===== src/rtl/seq4_pkg.sv =====
// rtl/seq4_pkg.sv - state codes and detect-set helpers for seq4_detect_ctrl
package seq4_pkg;

  localparam int ST_W = 4;

  typedef enum logic [ST_W-1:0] {
    S0 = 4'd0,
    S1 = 4'd1,
    S2 = 4'd2,
    S3 = 4'd3,
    S4 = 4'd4,
    S5 = 4'd5,
    S6 = 4'd6,
    S7 = 4'd7,
    S8 = 4'd8
  } state_t;

  // One bit per state code; set bits mark the run-of-four states S4 and S8.
  localparam logic [(1 << ST_W)-1:0] DETECT_MASK = 16'h0110;

  function automatic logic is_detect(input logic [ST_W-1:0] s);
    return DETECT_MASK[s];
  endfunction

endpackage


===== src/rtl/seq4_detect_ctrl_sat_counter.sv =====
// rtl/seq4_detect_ctrl_sat_counter.sv - saturating up-counter, clear beats increment
module sat_counter #(
  parameter int W = 8
) (
  input  logic         clk,
  input  logic         reset,
  input  logic         clr,
  input  logic         inc,
  output logic [W-1:0] q
);

  logic [W-1:0] r_q;

  always_ff @(posedge clk) begin
    if (reset) begin
      r_q <= '0;
    end else if (clr) begin
      r_q <= '0;
    end else if (inc && (r_q != {W{1'b1}})) begin
      r_q <= r_q + 1'b1;
    end
  end

  assign q = r_q;

endmodule


===== src/rtl/seq4_detect_ctrl.sv =====
// rtl/seq4_detect_ctrl.sv - run-of-four detector FSM with saturating match counter
// Optional Mealy early flag on z_early when SEQ4_MEALY_EN is defined.
module seq4_detect_ctrl
  import seq4_pkg::*;
#(
  parameter int CNT_W = 8
) (
  input  logic             clk,
  input  logic             reset,
  input  logic             in_valid,
  input  logic             in_bit,
  input  logic             clr_cnt,
  output logic [ST_W-1:0]  state,
  output logic             z,
  output logic [CNT_W-1:0] match_cnt,
  output logic             z_early
);

  state_t r_state;
  logic   r_z;
  state_t w_next;
  logic   w_inc;

  // Codes 9..15 fall into the default arm and recover to S0 without in_valid.
  always_comb begin
    w_next = r_state;
    case (r_state)
      S0: if (in_valid) w_next = in_bit ? S5 : S1;
      S1: if (in_valid) w_next = in_bit ? S5 : S2;
      S2: if (in_valid) w_next = in_bit ? S5 : S3;
      S3: if (in_valid) w_next = in_bit ? S5 : S4;
      S4: if (in_valid) w_next = in_bit ? S5 : S4;
      S5: if (in_valid) w_next = in_bit ? S6 : S1;
      S6: if (in_valid) w_next = in_bit ? S7 : S1;
      S7: if (in_valid) w_next = in_bit ? S8 : S1;
      S8: if (in_valid) w_next = in_bit ? S8 : S1;
      default: w_next = S0;
    endcase
  end

  assign w_inc = in_valid && is_detect(w_next);

  always_ff @(posedge clk) begin
    if (reset) begin
      r_state <= S0;
      r_z     <= 1'b0;
    end else begin
      r_state <= w_next;
      r_z     <= is_detect(w_next);
    end
  end

  assign state = r_state;
  assign z     = r_z;

  sat_counter #(
    .W(CNT_W)
  ) u_match_cnt (
    .clk  (clk),
    .reset(reset),
    .clr  (clr_cnt),
    .inc  (w_inc),
    .q    (match_cnt)
  );

`ifdef SEQ4_MEALY_EN
  assign z_early = w_inc;
`else
  assign z_early = 1'b0;
`endif

endmodule


===== config.mk =====
export PLATFORM = sky130hd
export DESIGN_NAME = seq4_detect_ctrl
export DESIGN_NICKNAME = d
export VERILOG_FILES = /design/src/rtl/seq4_pkg.sv /design/src/rtl/seq4_detect_ctrl_sat_counter.sv /design/src/rtl/seq4_detect_ctrl.sv
export SDC_FILE = /design/constraint.sdc
export NUM_CORES = 1
export LEC_CHECK = 0
export ABC_AREA = 1
export CAP_MARGIN = 20
export CORE_MARGIN = 1.5
export CORE_UTILIZATION = 45
export DETAILED_ROUTE_END_ITERATION = 8
export GPL_ROUTABILITY_DRIVEN = 1
export PLACE_DENSITY = 0.73
export SLEW_MARGIN = 20
export SYNTH_ARGS = -nofsm -noshare
export SYNTH_HDL_FRONTEND = slang
export SYNTH_SLANG_ARGS = --single-unit

===== constraint.sdc =====
create_clock -name clk -period 2.2 [get_ports clk]
set_input_delay 0.55 -clock clk [delete_from_list [all_inputs] [get_ports clk]]
set_output_delay 0.55 -clock clk [all_outputs]
set_load 0.05 [all_outputs]

* Yosys cells after proc, flatten, opt, wreduce, memory -nomap -nowiden
Memory sizes are Yosys's and may differ from the RTL's.
Index checks and enable logic that the tools add are counted.
** Storage, ports and cells
- Register bits after elaboration :: 13
- ROM bits :: 16
- Output and inout bits :: 14
- Word-level logic and storage cells :: 37
- Memories :: 1
** Memories
- (no name shown) :: depth 16, bits a word 1, rd ports 1, clocked after memory_dff 0, wr ports 0, line seq4_pkg.sv:22 : return DETECT_MASK[s];
** Operators by class
- $add $sub $neg :: 1
- Magnitude comparators :: 1
- Equality and inequality tests :: 9
- Muxes and demuxes :: 16
- Reduce and logical (&&, ||, !) cells :: 6
** Operators with widths (count)
- 4-bit 2-to-1 mux :: 8
- 4-bit case mux with 7 select lines :: 1
- 4-bit by 3-bit equality test with 1-bit output (second input constant) :: 4
- 3-bit 2-to-1 mux :: 5
- 8-bit by 1-bit adder with 8-bit output (second input constant) :: 1
- 4-bit by 2-bit equality test with 1-bit output (second input constant) :: 2
- 8-bit inequality test (second input constant) :: 1
- 2-bit OR reduction :: 3
- 4-bit by 5-bit less-than comparator with 1-bit output (second input constant) :: 1
- 4-bit by 1-bit equality test with 1-bit output (second input constant) :: 1
- 4-bit equality test (second input constant) :: 1
- 4-bit logical NOT :: 1
- 1-bit logical AND :: 2
- 1-bit 2-to-1 mux :: 2

* Logic depth before layout (Yosys ltp)
Gate-level depths: netlist of run 1.
- Depth in word-level cells :: 7
- Depth in mapped cells :: 12
- Mapped depth without buffers :: 12

* Cells and area by module
A second synthesis of run 1 with hierarchy kept.
** Unflattened totals
- Cell total of the unflattened synthesis :: 154
- Area total of the unflattened synthesis :: 875.8 µm²
** Modules (own cells, without submodules)
- sat_counter :: times used 1, cells each 73, area each 460.4 µm², sequential area each 160.2 µm²
- seq4_detect_ctrl :: times used 1, cells each 81, area each 415.4 µm², sequential area each 100.1 µm²

* Worst setup path before layout of run 1
No wires, ideal clock.
- Kind :: register -> register
- Start point :: register r_state[3], in the netlist state[3]
- End point :: register u_match_cnt.r_q[0], in the netlist u_match_cnt.q[0]
- Data arrival time :: 1783 ps
- Data required time :: 2087 ps
- Path slack :: 304 ps
- Cell stages (with the launch flop) :: 10
- Path buffers :: 0
- Cells stage by stage :: dfxtp_1 -> nor2_1 -> nand2_1 -> nand2_1 -> a21oi_1 -> nand3_1 -> nor2_4 -> nand3_4 -> nor2_1 -> nor2_1
** On the way
- Longest elaborated chain between the ends :: 7
- Elaborated cells between the ends (all ways) :: 23
- Those cells by class :: eq/ne: 8; mux: 9; reduce/logical: 5; memory: 1
** RTL lines
- start, declared :: line seq4_detect_ctrl.sv:19 : state_t r_state;
- start signal, assigned :: line seq4_detect_ctrl.sv:48 : r_state <= w_next;
- 4-bit equality test (tied with other cells) :: line seq4_detect_ctrl.sv:27 : case (r_state)
- 2-bit OR reduction (no source line)
- 4-bit case mux with 7 select lines * :: line seq4_detect_ctrl.sv:27
- memory 16 x 1 bit *
- 1-bit 2-to-1 mux *
- 1-bit logical AND * :: line seq4_detect_ctrl.sv:41 : assign w_inc = in_valid && is_detect(w_next);
- 1-bit logical AND * :: line seq4_detect_ctrl_sat_counter.sv:19 : end else if (inc && (r_q != {W{1'b1}})) begin
- end signal, assigned :: line seq4_detect_ctrl_sat_counter.sv:20 : r_q <= r_q + 1'b1;
- end, declared :: line seq4_detect_ctrl_sat_counter.sv:12 : logic [W-1:0] r_q;
Mark *: on every way between the ends. The rest lies on a longest branch, timed or not. The select of a mux whose other input is x is not followed.
A chain may end at the register's enable or synchronous reset.

* Worst setup path after layout of run 1
- Start point :: register r_state[0], in the netlist state[0]
- End point :: output state[0]
** RTL lines
- end, declared :: line seq4_detect_ctrl.sv:13 : output logic [ST_W-1:0] state,
No word-level cell between the ends.

==> summary.txt, run 1 <==
Yosys
  • Post-synthesis mux area share: 0%
  • Synth top area cells: dfxtp_1 31%, nand2_1 15%, nor2_1 7.3%
  • Most area-hungry cell type in the Yosys netlist: dfxtp_1
  • Synthesized Nets: 130
  • Sequential-to-total area share from yosys stat: 31.5%
  • Cell area after synthesis: 827 um^2
  • Largest family of logic cells by synthesized area: simple AND/OR/NAND/NOR gates
  • Yosys warns: 0
  • Unique masters post-synth: 23
  • Synth top area share: 31.5%
  • Mapped Cells: 124
  • Number of synthesized register bits: 13
  • Post-Synth XOR/XNOR Area: 6.35%
  • Compound-Gate Fraction of Synth Area: 14.2%
  • Avg Inst Size Synth: 6.67 um^2
  • Synth Area in Simple Gates: 39.6%
  • Synth Area in Adders: 1.51%

GRT
  • M2 GR Usage: 33.9%
  • Routing usage on met3: 5.56%
  • First-pass GRT wire length: 3190 um
  • GRT overflow: 0
  • Largest net degree at the start of global routing: 10
  • Total GRT Usage: 20.6%
  • Met1 usage: 24.9%
  • Initial antenna violation count: 0
  • Vias in the first global route: 794
  • GRT Max-Usage Layer: met2

STA
  • Final setup fails: 0
  • Max Clock Skew: 0.00224 ns
  • Fmax: 474 MHz
  • Rel. slew slack: 66.7%
  • Fin. Hold Viols: 0
  • RSZ-0062 raised after global routing: no
  • Final worst setup slack: 0.0923 ns
  • Least-Margin Pin Slew: 0.497 ns
  • Pins Over Slew Limit: 0
  • Post-layout min period: 2.11 ns
  • Period utilization: 95.8%

Pwr
  • Max IR drop VDD: 0.361 mV
  • Static leakage: 0.468 nW
  • Cell Pwr Density: 557 mW/mm^2

Layout
  • Fin util: 64.1%
  • Area grow syn2layout: 33.9%
  • Fin nets: 156
  • Ant. Diodes: 0
  • Layout cells sized above 1: 10.1%
  • Commonest non-fill, non-tap cells in the layout: 32 x nand2_1, 16 x nor2_1, 16 x clkdlybuf4s50_1
  • Most common cell after layout, fill and taps aside: nand2_1

Worst setup path
  • Delay-heaviest family, CP: buffers and inverters
  • Critical Path Sink Type: primary output
  • CP bufs+invs: 1
  • Reg2Reg Depth: 10
  • CP Max Fanout: 7
  • CP cell instances: clkdlybuf4s50_1
  • Worst path slowest cell: clkdlybuf4s50_1
  • Worst Path Required: 1.65 ns
  • Reg2reg setup slack: 0.45 ns
  • Critical path launch point type: register
  • Crit Reg-Reg Endpoint: u_match_cnt.q[5]
  • CP max stage delay: 0.84 ns
  • Worst r2r src: state[2]
  • Worst endpoint data arrival time: 1.56 ns
  • Setup CP Type: reg -> out

Routing
  • DR WL/cell: 10.9 um
  • Final ANT Viol Nets: 0
  • Vias: 908
  • DR iter-0 viols: 30
  • Wirelength, routed: 1910 um
  • Via-per-instance ratio: 5.22
  • DRC: 0
  • DRT Pass-1 Iters: 4

Floorplanning
  • Die W: 45.9 um
  • Starting density of the core: 47.9%
  • Die Ht: 45.9 um
  • Row count: 15
  • Die area: 0.00210 mm^2
  • Ports: 19
  • Core box area: 0.00173 mm^2

Run status
  • Status: completed

CTS
  • Register clock-pin slew on the reported worst setup and hold paths: 0.08 ns
  • Sink Count: 13
  • CTS Root Cell: clkbuf_4
  • H-tree Lvls: 1
  • CTS max path bufs: 2
  • Clk_lat worst skew: 0.27 ns
  • CTS tree: yes
  • Cts bufs inserted: 3
  • Hold buffers post-CTS: 0

Hold path
  • Hold endpoint: u_match_cnt.q[1]
  • Hold Startpoint: u_match_cnt.q[1]
  • Hold Path Depth: 2
  • Hold crit path type: reg -> reg

Placed design
  • Final HPWL from detailed placement: 1480 um
  • Gpl congestion: 0.923
  • IO Port Bufs: 17
  • Worst slack at placement: -0.210 ns

Flow run
  • Max_cap viols: 0
[cell type report]
type | count | area [um^2]
flip-flops and latches | 13 | 260
repair buffers | 22 | 223
clock buffers | 4 | 26.3
multi-input cells | 98 | 522
well taps | 25 | 31.3
inverters | 12 | 45.0
fillers | 171 | 619
[synth_stat cells (all sizes together)]
master,number
o2111ai,1
nand4,8
nand2,35
nand3,9
nor3,1
o211ai,1
buf,1
a21oi,10
conb,1
dfxtp,13
xnor2,3
inv,12
a31oi,2
o21a,1
xor2,3
nor2,17
ha,1
o21ai,5
[routing by layer]
layer  share of wire (%)  wire length [um]
met2                  49               933
met4                 1.7                32
met1                  44               841
met5                   0                 0
met3                 5.1                98
[worst max-delay path by stage]
stage,start,endpoint,slack [ns],depth (start not counted)
floorplan,state[3],u_match_cnt.q[0],0.30,9
global placement,in_valid,u_match_cnt.q[0],-0.11,11
detailed placement,in_valid,u_match_cnt.q[5],-0.21,11
CTS,in_valid,u_match_cnt.q[0],0.06,12
global route,state[3],state[3],0.04,1
finish,state[0],state[0],0.09,1
[power by group]
group          internal (mW)  leakage [nW]  switching (mW)
clock                 0.0701        0.0150          0.0737
combinational         0.0809         0.348           0.138
sequential             0.245         0.105          0.0102
total                  0.396         0.468           0.222
[cells by family (layout without fill, tap and decap cells)]
kind of cell               Yosys count  in the layout
buffers and inverters               13             38
and+or+nand+nor                     70             70
DFF                                 13             13
adders and majority gates            1              1
xor gates and xnor gates             6              6
other                                1              1
AOI/OAI and AO/OA                   20             20
[through the flow]
stage | hold slack [ns] | TNS, ns | std cells | instance area (um^2) | total power, mW
floorplan | 0.619 | 0 | 124 | 827 | 0.394
global placement | 0.495 | -0.899 | 169 | 1050 | 0.449
detailed placement | 0.494 | -1.60 | 169 | 1050 | 0.455
CTS | 0.509 | 0 | 173 | 1080 | 0.600
global route | 0.543 | 0 | 174 | 1110 | 0.655
finish | 0.503 | 0 | 174 | 1110 | 0.617
[state kept, by name, summed over array words and instances, names as in the netlist]
signal and cells:
state 4, u_match_cnt.q 8, z 1
[repair_timing]
action                     4_1_cts  5_1_grt
resized for setup                0        2
setup endpoints to repair        0        8
buffers inserted                 0        1
Power figures use the tool's default switching activity.
==> inputs of run 2 (changes only) <==
--- a/config.mk
+++ b/config.mk
@@ -8,10 +8,10 @@
 export ABC_AREA = 1
 export CAP_MARGIN = 20
 export CORE_MARGIN = 1.5
-export CORE_UTILIZATION = 45
+export CORE_UTILIZATION = 52
 export DETAILED_ROUTE_END_ITERATION = 8
 export GPL_ROUTABILITY_DRIVEN = 1
-export PLACE_DENSITY = 0.73
+export PLACE_DENSITY = 0.82
 export SLEW_MARGIN = 20
 export SYNTH_ARGS = -nofsm -noshare
 export SYNTH_HDL_FRONTEND = slang
==> summary.txt, run 2 (synthesized netlist as in run 1, its figures left out) <==
Floorplanning
  • Row count: 14
  • Core box area: 0.00149 mm^2
  • Die W: 42.9 um
  • Ports: 19
  • Die area: 0.00184 mm^2
  • Die Ht: 42.9 um
  • Starting density of the core: 55.5%

GRT
  • Total GRT Usage: 24.6%
  • Initial antenna violation count: 0
  • GRT overflow: 0
  • Largest net degree at the start of global routing: 10
  • First-pass GRT wire length: 3400 um
  • Vias in the first global route: 833

Pwr
  • Pint: 391 uW
  • Psw: 235 uW
  • Static leakage: 0.472 nW
  • Clock power frac: 25.1%
  • Cell Pwr Density: 574 mW/mm^2
  • Tot Pwr: 626 uW
  • Flop pwr share: 40.8%
  • Max IR drop VDD: 0.409 mV
  • Combinational power share: 34.1%
  • Sw frac: 37.5%

Layout
  • Area grow syn2layout: 31.9%
  • Max reg flops: 8
  • Layout cells sized above 1: 11.3%
  • Most common cell after layout, fill and taps aside: nand2_1
  • Ant. Diodes: 0
  • Fin util: 73.3%
  • Commonest non-fill, non-tap cells in the layout: 32 x nand2_1, 16 x nor2_1, 16 x clkdlybuf4s50_1
  • Fin nets: 158

Routing
  • DRC: 0
  • Wirelength, routed: 2190 um
  • Final ANT Viol Nets: 0
  • Via-per-instance ratio: 5.62
  • DRT Pass-1 Iters: 5
  • Vias: 939
  • DR iter-0 viols: 18
  • DR WL/cell: 13.1 um

STA
  • Period utilization: 97.1%
  • Least-Margin Pin Slew: 0.503 ns
  • Rel. slew slack: 66.3%
  • Post-layout min period: 2.14 ns
  • RSZ-0062 raised after global routing: no
  • Fmax: 468 MHz
  • WHS: 0.512 ns
  • Max Clock Skew: 0.00219 ns
  • Final setup fails: 0
  • Pins Over Slew Limit: 0
  • Fin. Hold Viols: 0
  • Final worst setup slack: 0.0636 ns
  • Setup TNS: 0 ns

Worst setup path
  • Setup CP Type: reg -> out
  • Critical Path Sink Type: primary output
  • Reg2reg setup slack: 0.37 ns
  • CP max stage delay: 0.85 ns
  • Critical path origin: state[1]
  • Critical path launch point type: register
  • Delay-heaviest family, CP: buffers and inverters
  • CP bufs+invs: 1
  • CP Max Fanout: 7
  • CP cell instances: clkdlybuf4s50_1
  • Worst Path Required: 1.65 ns
  • Worst endpoint data arrival time: 1.59 ns
  • Worst r2r src: state[2]
  • Worst path slowest cell: clkdlybuf4s50_1

CTS
  • Sink Count: 13
  • Cts bufs inserted: 3
  • Register clock-pin slew on the reported worst setup and hold paths: 0.09 ns
  • H-tree Lvls: 1
  • Clk_lat worst skew: 0.28 ns
  • CTS max path bufs: 2
  • Hold buffers post-CTS: 0
  • CTS tree: yes
  • CTS Root Cell: clkbuf_4

Hold path
  • Hold Startpoint: u_match_cnt.q[1]
  • Hold crit path type: reg -> reg

Placed design
  • Final HPWL from detailed placement: 1600 um
  • Worst slack at placement: -0.184 ns
  • Gpl congestion: 0.864
  • IO Port Bufs: 17

Flow run
  • Max_cap viols: 0

Run status
  • Status: completed
==> run 2: cell types whose count changed in the layout (fill, tap and decap cells not counted) <==
cell	change
buf_12	-1
nand3_2	+1
nand3_4	-1
buf_4	+3
==> run 2: layout make-up <==
class	instances	area (um^2)
multi-input combinational	98	514
fill	127	398
sequential	13	260
timing repair buffer	24	225
inverter	12	45.0
clock buffer	4	26.3
tap	16	20.0
==> run 2: power by group through the flow <==
stage               Sequential, mW  Clock [mW]  Combinational, mW
CTS                          0.255       0.154              0.192
global placement             0.259           0              0.188
detailed placement           0.261           0              0.192
floorplan                    0.291           0              0.102
global route                 0.256       0.166              0.232
finish                       0.255       0.157              0.214
==> run 2: path summary, 6_finish.rpt <==
kind,end,cells after the start
min,u_match_cnt.q[1],2
min reg2reg,u_match_cnt.q[1],2
max,state[1],1
max reg2reg,u_match_cnt.q[0],11
==> run 2: repair_timing <==
item,4_1_cts,5_1_grt
setup buffers,0,3
setup endpoints to repair,0,8
gates resized for setup,0,1
==> run 2: per-layer routing <==
layer  GRT usage (%)  wire length, um
met3            5.11              130
met1            25.7              918
met4            10.6               51
met2            46.4             1090
met5               0                0
==> run 2: per-stage QoR <==
step | area (um^2) | std cells
2_1_floorplan | 827 | 124
3_3_place_gp | 1040 | 160
3_5_place_dp | 1040 | 160
4_1_cts | 1070 | 164
5_1_grt | 1090 | 167
6_report | 1090 | 167
